$ cat config.mk
export PLATFORM = sky130hd
export DESIGN_NAME = mem_bus_arbiter
export DESIGN_NICKNAME = d
export VERILOG_FILES = /design/src/rtl/mem_bus_arbiter.sv
export SDC_FILE = /design/constraint.sdc
export NUM_CORES = 1
export LEC_CHECK = 0
export ABC_AREA = 1
export BUFFER_PORTS_ARGS = -buffer_cell sky130_fd_sc_hd__buf_2
export CAP_MARGIN = 20
export CELL_PAD_IN_SITES_DETAIL_PLACEMENT = 0
export CELL_PAD_IN_SITES_GLOBAL_PLACEMENT = 1
export CORE_MARGIN = 10
export CORE_UTILIZATION = 31
export CTS_BUF_LIST = sky130_fd_sc_hd__clkbuf_8
export CTS_CLUSTER_DIAMETER = 100
export DETAILED_ROUTE_END_ITERATION = 10
export PLACE_DENSITY_LB_ADDON = 0.1
export SKIP_LAST_GASP = 1
export SLEW_MARGIN = 10
export SYNTH_ARGS = -nofsm -noshare
export SYNTH_HDL_FRONTEND = slang
export SYNTH_SLANG_ARGS = --single-unit
$ cat constraint.sdc
create_clock -name clk -period 1.76 [get_ports clk]
set_input_delay 0.088 -clock clk [delete_from_list [all_inputs] [get_ports clk]]
set_output_delay 0.088 -clock clk [all_outputs]
set_load 0.005 [all_outputs]
$ cat src/rtl/mem_bus_arbiter.sv
// rtl/mem_bus_arbiter.sv - two-master round-robin arbiter with bus lock for a single-port sync memory
// Optional lock-hold timeout is enabled by defining ARB_LOCK_TIMEOUT_EN.
module mem_bus_arbiter #(
    parameter int WORD_SIZE    = 16,
    parameter int ADDR_SIZE    = 8,
    parameter int LOCK_TIMEOUT = 64
) (
    input  logic                 clk,
    input  logic                 rst,
    input  logic                 m0_req,
    input  logic                 m0_lock,
    input  logic                 m0_we,
    input  logic [ADDR_SIZE-1:0] m0_addr,
    input  logic [WORD_SIZE-1:0] m0_wdata,
    input  logic                 m1_req,
    input  logic                 m1_lock,
    input  logic                 m1_we,
    input  logic [ADDR_SIZE-1:0] m1_addr,
    input  logic [WORD_SIZE-1:0] m1_wdata,
    output logic                 m0_gnt,
    output logic                 m1_gnt,
    output logic                 m0_ack,
    output logic                 m1_ack,
    output logic [WORD_SIZE-1:0] rdata,
    output logic                 mem_en,
    output logic                 mem_we,
    output logic [ADDR_SIZE-1:0] mem_addr,
    output logic [WORD_SIZE-1:0] mem_wdata,
    input  logic [WORD_SIZE-1:0] mem_rdata,
    output logic                 lock_timeout
);

    typedef enum logic [1:0] {IDLE, ACCESS, RESP, DONE} state_t;

    state_t r_state;
    logic   r_last_gnt;     // 0 = m0, 1 = m1
    logic   r_cur;          // master owning the in-flight access
    logic   r_owner_vld;
    logic   r_owner;

    logic   w_arb;
    logic   w_req0;
    logic   w_req1;
    logic   w_own_lock;
    logic   w_timeout_hit;
    logic   w_revoke;
    logic   w_own_keep;
    logic   w_elig0;
    logic   w_elig1;
    logic   w_win_vld;
    logic   w_win;
    logic   w_win_lock;

    // In DONE the master just acked is masked so the other side gets a turn.
    always_comb begin
        w_arb      = (r_state == IDLE) || (r_state == DONE);
        w_req0     = m0_req && !((r_state == DONE) && !r_cur);
        w_req1     = m1_req && !((r_state == DONE) &&  r_cur);
        w_own_lock = r_owner ? m1_lock : m0_lock;
        w_revoke   = w_arb && w_timeout_hit && (r_owner ? m0_req : m1_req);
        w_own_keep = r_owner_vld && w_own_lock && !w_revoke;
        w_elig0    = w_req0 && (!w_own_keep || !r_owner);
        w_elig1    = w_req1 && (!w_own_keep ||  r_owner);
        w_win_vld  = 1'b0;
        w_win      = 1'b0;
        if (w_revoke) begin
            w_win_vld = 1'b1;
            w_win     = !r_owner;
        end else if (w_elig0 && w_elig1) begin
            w_win_vld = 1'b1;
            w_win     = !r_last_gnt;
        end else begin
            w_win_vld = w_elig0 || w_elig1;
            w_win     = w_elig1;
        end
        w_win_lock = w_win ? m1_lock : m0_lock;
    end

    always_ff @(posedge clk) begin
        if (rst) begin
            r_state     <= IDLE;
            r_last_gnt  <= 1'b1;
            r_cur       <= 1'b0;
            r_owner_vld <= 1'b0;
            r_owner     <= 1'b0;
            m0_gnt      <= 1'b0;
            m1_gnt      <= 1'b0;
            m0_ack      <= 1'b0;
            m1_ack      <= 1'b0;
            rdata       <= '0;
            mem_en      <= 1'b0;
            mem_we      <= 1'b0;
            mem_addr    <= '0;
            mem_wdata   <= '0;
        end else begin
            m0_ack <= 1'b0;
            m1_ack <= 1'b0;
            mem_en <= 1'b0;
            if (w_arb) begin
                if (w_win_vld) begin
                    r_owner_vld <= w_win_lock;
                    r_owner     <= w_win;
                    r_cur       <= w_win;
                    r_last_gnt  <= w_win;
                    m0_gnt      <= !w_win;
                    m1_gnt      <= w_win;
                    mem_en      <= 1'b1;
                    mem_we      <= w_win ? m1_we    : m0_we;
                    mem_addr    <= w_win ? m1_addr  : m0_addr;
                    mem_wdata   <= w_win ? m1_wdata : m0_wdata;
                    r_state     <= ACCESS;
                end else begin
                    r_owner_vld <= w_own_keep;
                    m0_gnt      <= 1'b0;
                    m1_gnt      <= 1'b0;
                    r_state     <= IDLE;
                end
            end else if (r_state == ACCESS) begin
                r_state <= RESP;
            end else begin
                // Memory data for the ACCESS cycle is valid now.
                if (!mem_we) begin
                    rdata <= mem_rdata;
                end
                m0_ack  <= !r_cur;
                m1_ack  <= r_cur;
                r_state <= DONE;
            end
        end
    end

`ifdef ARB_LOCK_TIMEOUT_EN
    localparam int CW = $clog2(LOCK_TIMEOUT + 1);
    localparam logic [CW-1:0] CNT_MAX = CW'(LOCK_TIMEOUT);

    logic [CW-1:0] r_lock_cnt;
    logic          w_cnt_clr;

    assign w_timeout_hit = r_owner_vld && w_own_lock && (r_lock_cnt >= CNT_MAX);
    assign w_cnt_clr     = w_arb && (w_win_vld ? (!w_win_lock || !r_owner_vld || (w_win != r_owner))
                                               : !w_own_keep);

    always_ff @(posedge clk) begin
        if (rst) begin
            r_lock_cnt   <= '0;
            lock_timeout <= 1'b0;
        end else begin
            if (w_revoke) begin
                lock_timeout <= 1'b1;
            end
            if (w_cnt_clr) begin
                r_lock_cnt <= '0;
            end else if (r_owner_vld && (r_lock_cnt != CNT_MAX)) begin
                r_lock_cnt <= r_lock_cnt + 1'b1;
            end
        end
    end
`else
    // Without the counter the timeout can never fire.
    assign w_timeout_hit = (LOCK_TIMEOUT < 0);
    assign lock_timeout  = 1'b0;
`endif

endmodule

**After elaboration in Yosys (flattened, before gate mapping)**

Index checks and enable logic that the tools add are counted.

- Bitwise gates (word level): 3
- Reductions and logical operators: 23
- Multiplexer cells: 14
- Eq/ne operators: 2

Operator list:

| operator | number |
|---|---|
| $mux W16 | 1 |
| $mux W1 | 11 |
| $logic_and A1 B1 Y1 | 8 |
| $mux W8 | 1 |
| $logic_not A1 Y1 | 6 |
| $logic_or A1 B1 Y1 | 4 |
| $not A1 Y1 | 3 |
| $reduce_and A3 Y1 | 1 |
| $reduce_or A3 Y1 | 1 |
| $eq A2 B1 Y1 const B | 1 |
| $eq A2 B2 Y1 const B | 1 |
| $logic_not A2 Y1 | 1 |
| $mux W2 | 1 |
| $reduce_and A2 Y1 | 1 |
| $reduce_or A2 Y1 | 1 |

- Input bits: 72
- Register bits: 51
- Output and inout port bits: 47
- Word-level logic and storage cells: 55

**Logic depth before layout (Yosys ltp)**

- Word-level depth: 9
- Gate-level depth with buffers: 10
- Depth with buffers taken out: 9

**Worst setup path after synthesis**

OpenSTA, ideal clock, no wires.

- Kind: reg-to-reg
- Start: reg r_state[0]
- End: reg mem_addr[7]
- Period minus slack after synthesis: 1.511 ns
- Arrival time: 1.449 ns
- Cell stages (with the launch flop): 10
- Library setup time: 0.062 ns
- Path buffers: 1
- Required time: 1.698 ns
- Path slack: 0.249 ns
- Cells stage by stage: dfxtp_1 inv_1 ha_1 inv_2 nor2_4 inv_2 nor2_4 buf_6 nand2_1 nand3_1

- Elaborated cells on any way between the ends: 17
- Classes of those cells: eq/ne: 1; mux: 3; reduce/logical: 13

RTL lines:

| what | RTL line | text |
|---|---|---|
| from (decl) | 35 | `state_t r_state;` |
| from (signal assigned) | 81 | `r_state <= IDLE;` |
| from (signal assigned) | 111 | `r_state <= ACCESS;` |
| from (signal assigned) | 116 | `r_state <= IDLE;` |
| $eq A2 B2 Y1 or $logic_not A2 Y1 (tied branches) | 56 | `w_arb = (r_state == IDLE) \|\| (r_state == DONE);` |
| $logic_or A1 B1 Y1 (*) | 56 |  |
| named net w_arb | 41 | `logic w_arb;` |
| $reduce_and A2 Y1 (no line) (*) | -- |  |
| to (signal assigned) | 109 | `mem_addr <= w_win ? m1_addr : m0_addr;` |
| to (decl) | 27 | `output logic [ADDR_SIZE-1:0] mem_addr,` |

The timed path passes the listed nets; every way through them passes the cells marked *.
A chain may end at the register's enable or synchronous reset.

**Worst setup path in the final report**

- Start: reg r_state[0]
- End: reg mem_wdata[13]

- Elaborated cells on any way between the ends: 17
- Classes of those cells: eq/ne: 1; mux: 3; reduce/logical: 13

RTL lines:

| what | RTL line | text |
|---|---|---|
| $eq A2 B2 Y1 or $logic_not A2 Y1 (tied branches) | 56 |  |
| $logic_or A1 B1 Y1 (*) | 56 |  |
| named net w_arb | 41 |  |
| $reduce_and A2 Y1 (no line) (*) | -- |  |
| to (signal assigned) | 110 | `mem_wdata <= w_win ? m1_wdata : m0_wdata;` |
| to (decl) | 28 | `output logic [WORD_SIZE-1:0] mem_wdata,` |

Marked as above.

==> impl_metrics.toml <==
[power_and_ir_drop]
ir_drop_mv = 0.484
power_density_nw_per_um2 = 1310
leakage_uw = 0.00163

[clock_network]
clock_path_buffers = 2
clk_latency_ps = 310
cts_setup_buffers = 0
path_clk_slew_ps = 90
h-tree-depth = 2
cts_buffers = 5
cts_sinks = 51
cts_tree = "yes"
cts_root_buf = "clkbuf_8"

[global_routing]
grtUsageTotal_pct = 14.2
grt_overflow_total = 0
antenna_found_initial = 1
grt_pass1_vias = 2515
grt_first_pass_wirelength_mm = 12.6
grt_max_degree = 29

[yosys]
yosys-top-cells-area = "dfxtp_1 47%, nand3_1 13%, nand4_1 7.2%, nor2_1 6.4%, nand2_1 6.3%"
syn_area_per_cell_um2 = 7.95
yosys.area.top_type = "dfxtp_1"
syn_nets = 347
netlist_area_um2 = 2160
synth_cells = 272
synth_warnings = 0
synth_cell_type_count = 22
synth_top_area_share_pct = 47.2
muxShareOfSynthArea_pct = 0
synth-simple-area-share_pct = 37.9
synth_compound_area_share_pct = 5.21
synth-seq-cells = 51
synth-xor-area-share_pct = 0
synthAdderAreaFrac_pct = 1.74
ys_seq_area_share_pct = 47.2
synth_top_family_by_area = "simple AND/OR/NAND/NOR gates"

[final_layout]
fin_nets = 495
area_growth_pct = 49.8
stdcell_area_um2 = 3240
n_antenna_cell = 0
nFillCells = 701
drive_above_1_share_pct = 34.6
final_cells = 515

[floorplan]
num_io_pins = 119
fp.dieW_um = 104
start_util_pct = 31.8
chipHeight_um = 104
row_count = 30
coreArea_um2 = 6790
dieArea_um2 = 10700

[timing]
clock-skew-final_ps = 4.75
rsz0062_at_grt = "no"
fin_hold_ws_ps = 9.62
setup_viol = 0
tns_ps = 0
worst_slack_ps = 156
max_clock_freq_ghz = 0.623
max_slew.worst_pin.slew_ps = 541
fin_crit_ps = 1600
max_slew_margin_pct = 63.9
period_share_pct = 91.1
finalHoldViolCount = 0
drv_slew = 0

[routing]
wire_per_inst_um = 15.1
routed_via_density = 4.62
dr.pass1.iters = 4
drt-total-wl_mm = 7.77
vias = 2379
drt_iter0_markers = 80
antenna_left = 0
drcViolationCount = 0

[setup_path]
criticalPathCategory = "register to register"
startpoint_type = "register"
endpoint_kind = "register"
arrival_ps = 1850
cp.required_ps = 2010
cp_max_fo = 25

[placed_design]
place_congestion = 0.749
pre_cts_slack_ps = 159
port_buffers = 117
dp.cells = 475
hpwl_mm = 5.48
post_dp_cell_area_um2 = 2830

[min_path]
hold_class = "input pin to register"

[flow_run]
maxCapViolCount = 0

[outcome]
status = "finished clean"
## sequential cells by signal (all words and copies together) (netlist names)
signal	cells
mem_wdata	16
rdata	16
mem_addr	8
r_state	2
m0_ack	1
m0_gnt	1
m1_ack	1
m1_gnt	1
mem_en	1
mem_we	1
r_last_gnt	1
r_owner	1
r_owner_vld	1
## per-stage QoR
step                power [uW]  utilization [%]
global route              4620             47.7
finish                    4240             47.7
floorplan                 2840                -
detailed placement        3610             41.6
global placement          3590             41.6
CTS                       4330             47.5
## worst paths after layout
check | startpoint | to | slack, ps | cells past startpoint
worst max-delay path | r_state[0] | mem_wdata[13] | 160 | 9
worst min-delay path | mem_rdata[8] | rdata[8] | 10 | 3
worst max register to register | r_state[0] | mem_wdata[13] | 160 | 9
worst min register to register | m0_gnt | m0_gnt | 450 | 2
## Yosys cell counts (all sizes together)
cell type  count
o21a           1
inv           11
dfxtp         51
nand3         58
nor2          40
ha             3
clkbuf         8
conb           1
nand2         42
nand4         26
buf           10
o21ai         18
a21oi          3
## critical path, stage by stage, from the launching register on
cell and delay (ps):
dfxtp_1 370, inv_1 50, ha_1 350, inv_2 60, nor2_4 170, inv_2 90, nor2_4 130, buf_12 180
nand2_1 80, nand3_1 70
## report_power, final
| group | internal (uW) | total [uW] | switching, uW |
|---|---|---|---|
| clock network | 261 | 637 | 376 |
| registers | 1590 | 1810 | 222 |
| logic | 752 | 1790 | 1040 |
| total | 2600 | 4240 | 1640 |
## metal layers
layer,wire [um],share of wire [%],GRT usage [%]
met3,576,7.4,5.27
met1,3320,43,16.2
met4,151,1.9,5.34
met2,3710,48,23.3
met5,7,0.090,0
## final cells by class
type / instances / area (um2) / area share (%)
clock buffer: 5 / 68.8 / 2.12
clock inverter: 1 / 3.75 / 0.116
tap: 96 / 120 / 3.71
sequential: 51 / 1020 / 31.5
multi-input combinational: 192 / 973 / 30.1
inverter: 11 / 41.3 / 1.27
timing repair buffer: 159 / 1010 / 31.2
## cells in the final DEF (no fill, tap or decap)
cell type,count
dfxtp_1,51
o21ai_1,1
nor2_4,3
nand2_2,4
buf_4,6
nand3_2,1
nand2_4,2
inv_2,4
a21oi_1,3
conb_1,1
dlygate4sd3_1,34
nand2_1,36
buf_12,2
nand3_1,57
o21a_1,1
nand4_2,1
nand4_1,25
clkbuf_8,5
nor2_1,37
inv_1,8
ha_1,3
o21ai_0,17
buf_2,117
## cell families after synthesis
kind of cell	Yosys count
simple gates	166
other cells	1
flops	51
fa+ha+maj	3
buf+inv	29
compound gates	22
## repair_timing
item | 4_1_cts | 5_1_grt
hold endpoints to repair | 33 | 1
hold buffers | 33 | 1
gates resized for setup | 0 | 0
No activity file was read; power rests on OpenSTA's default activity.
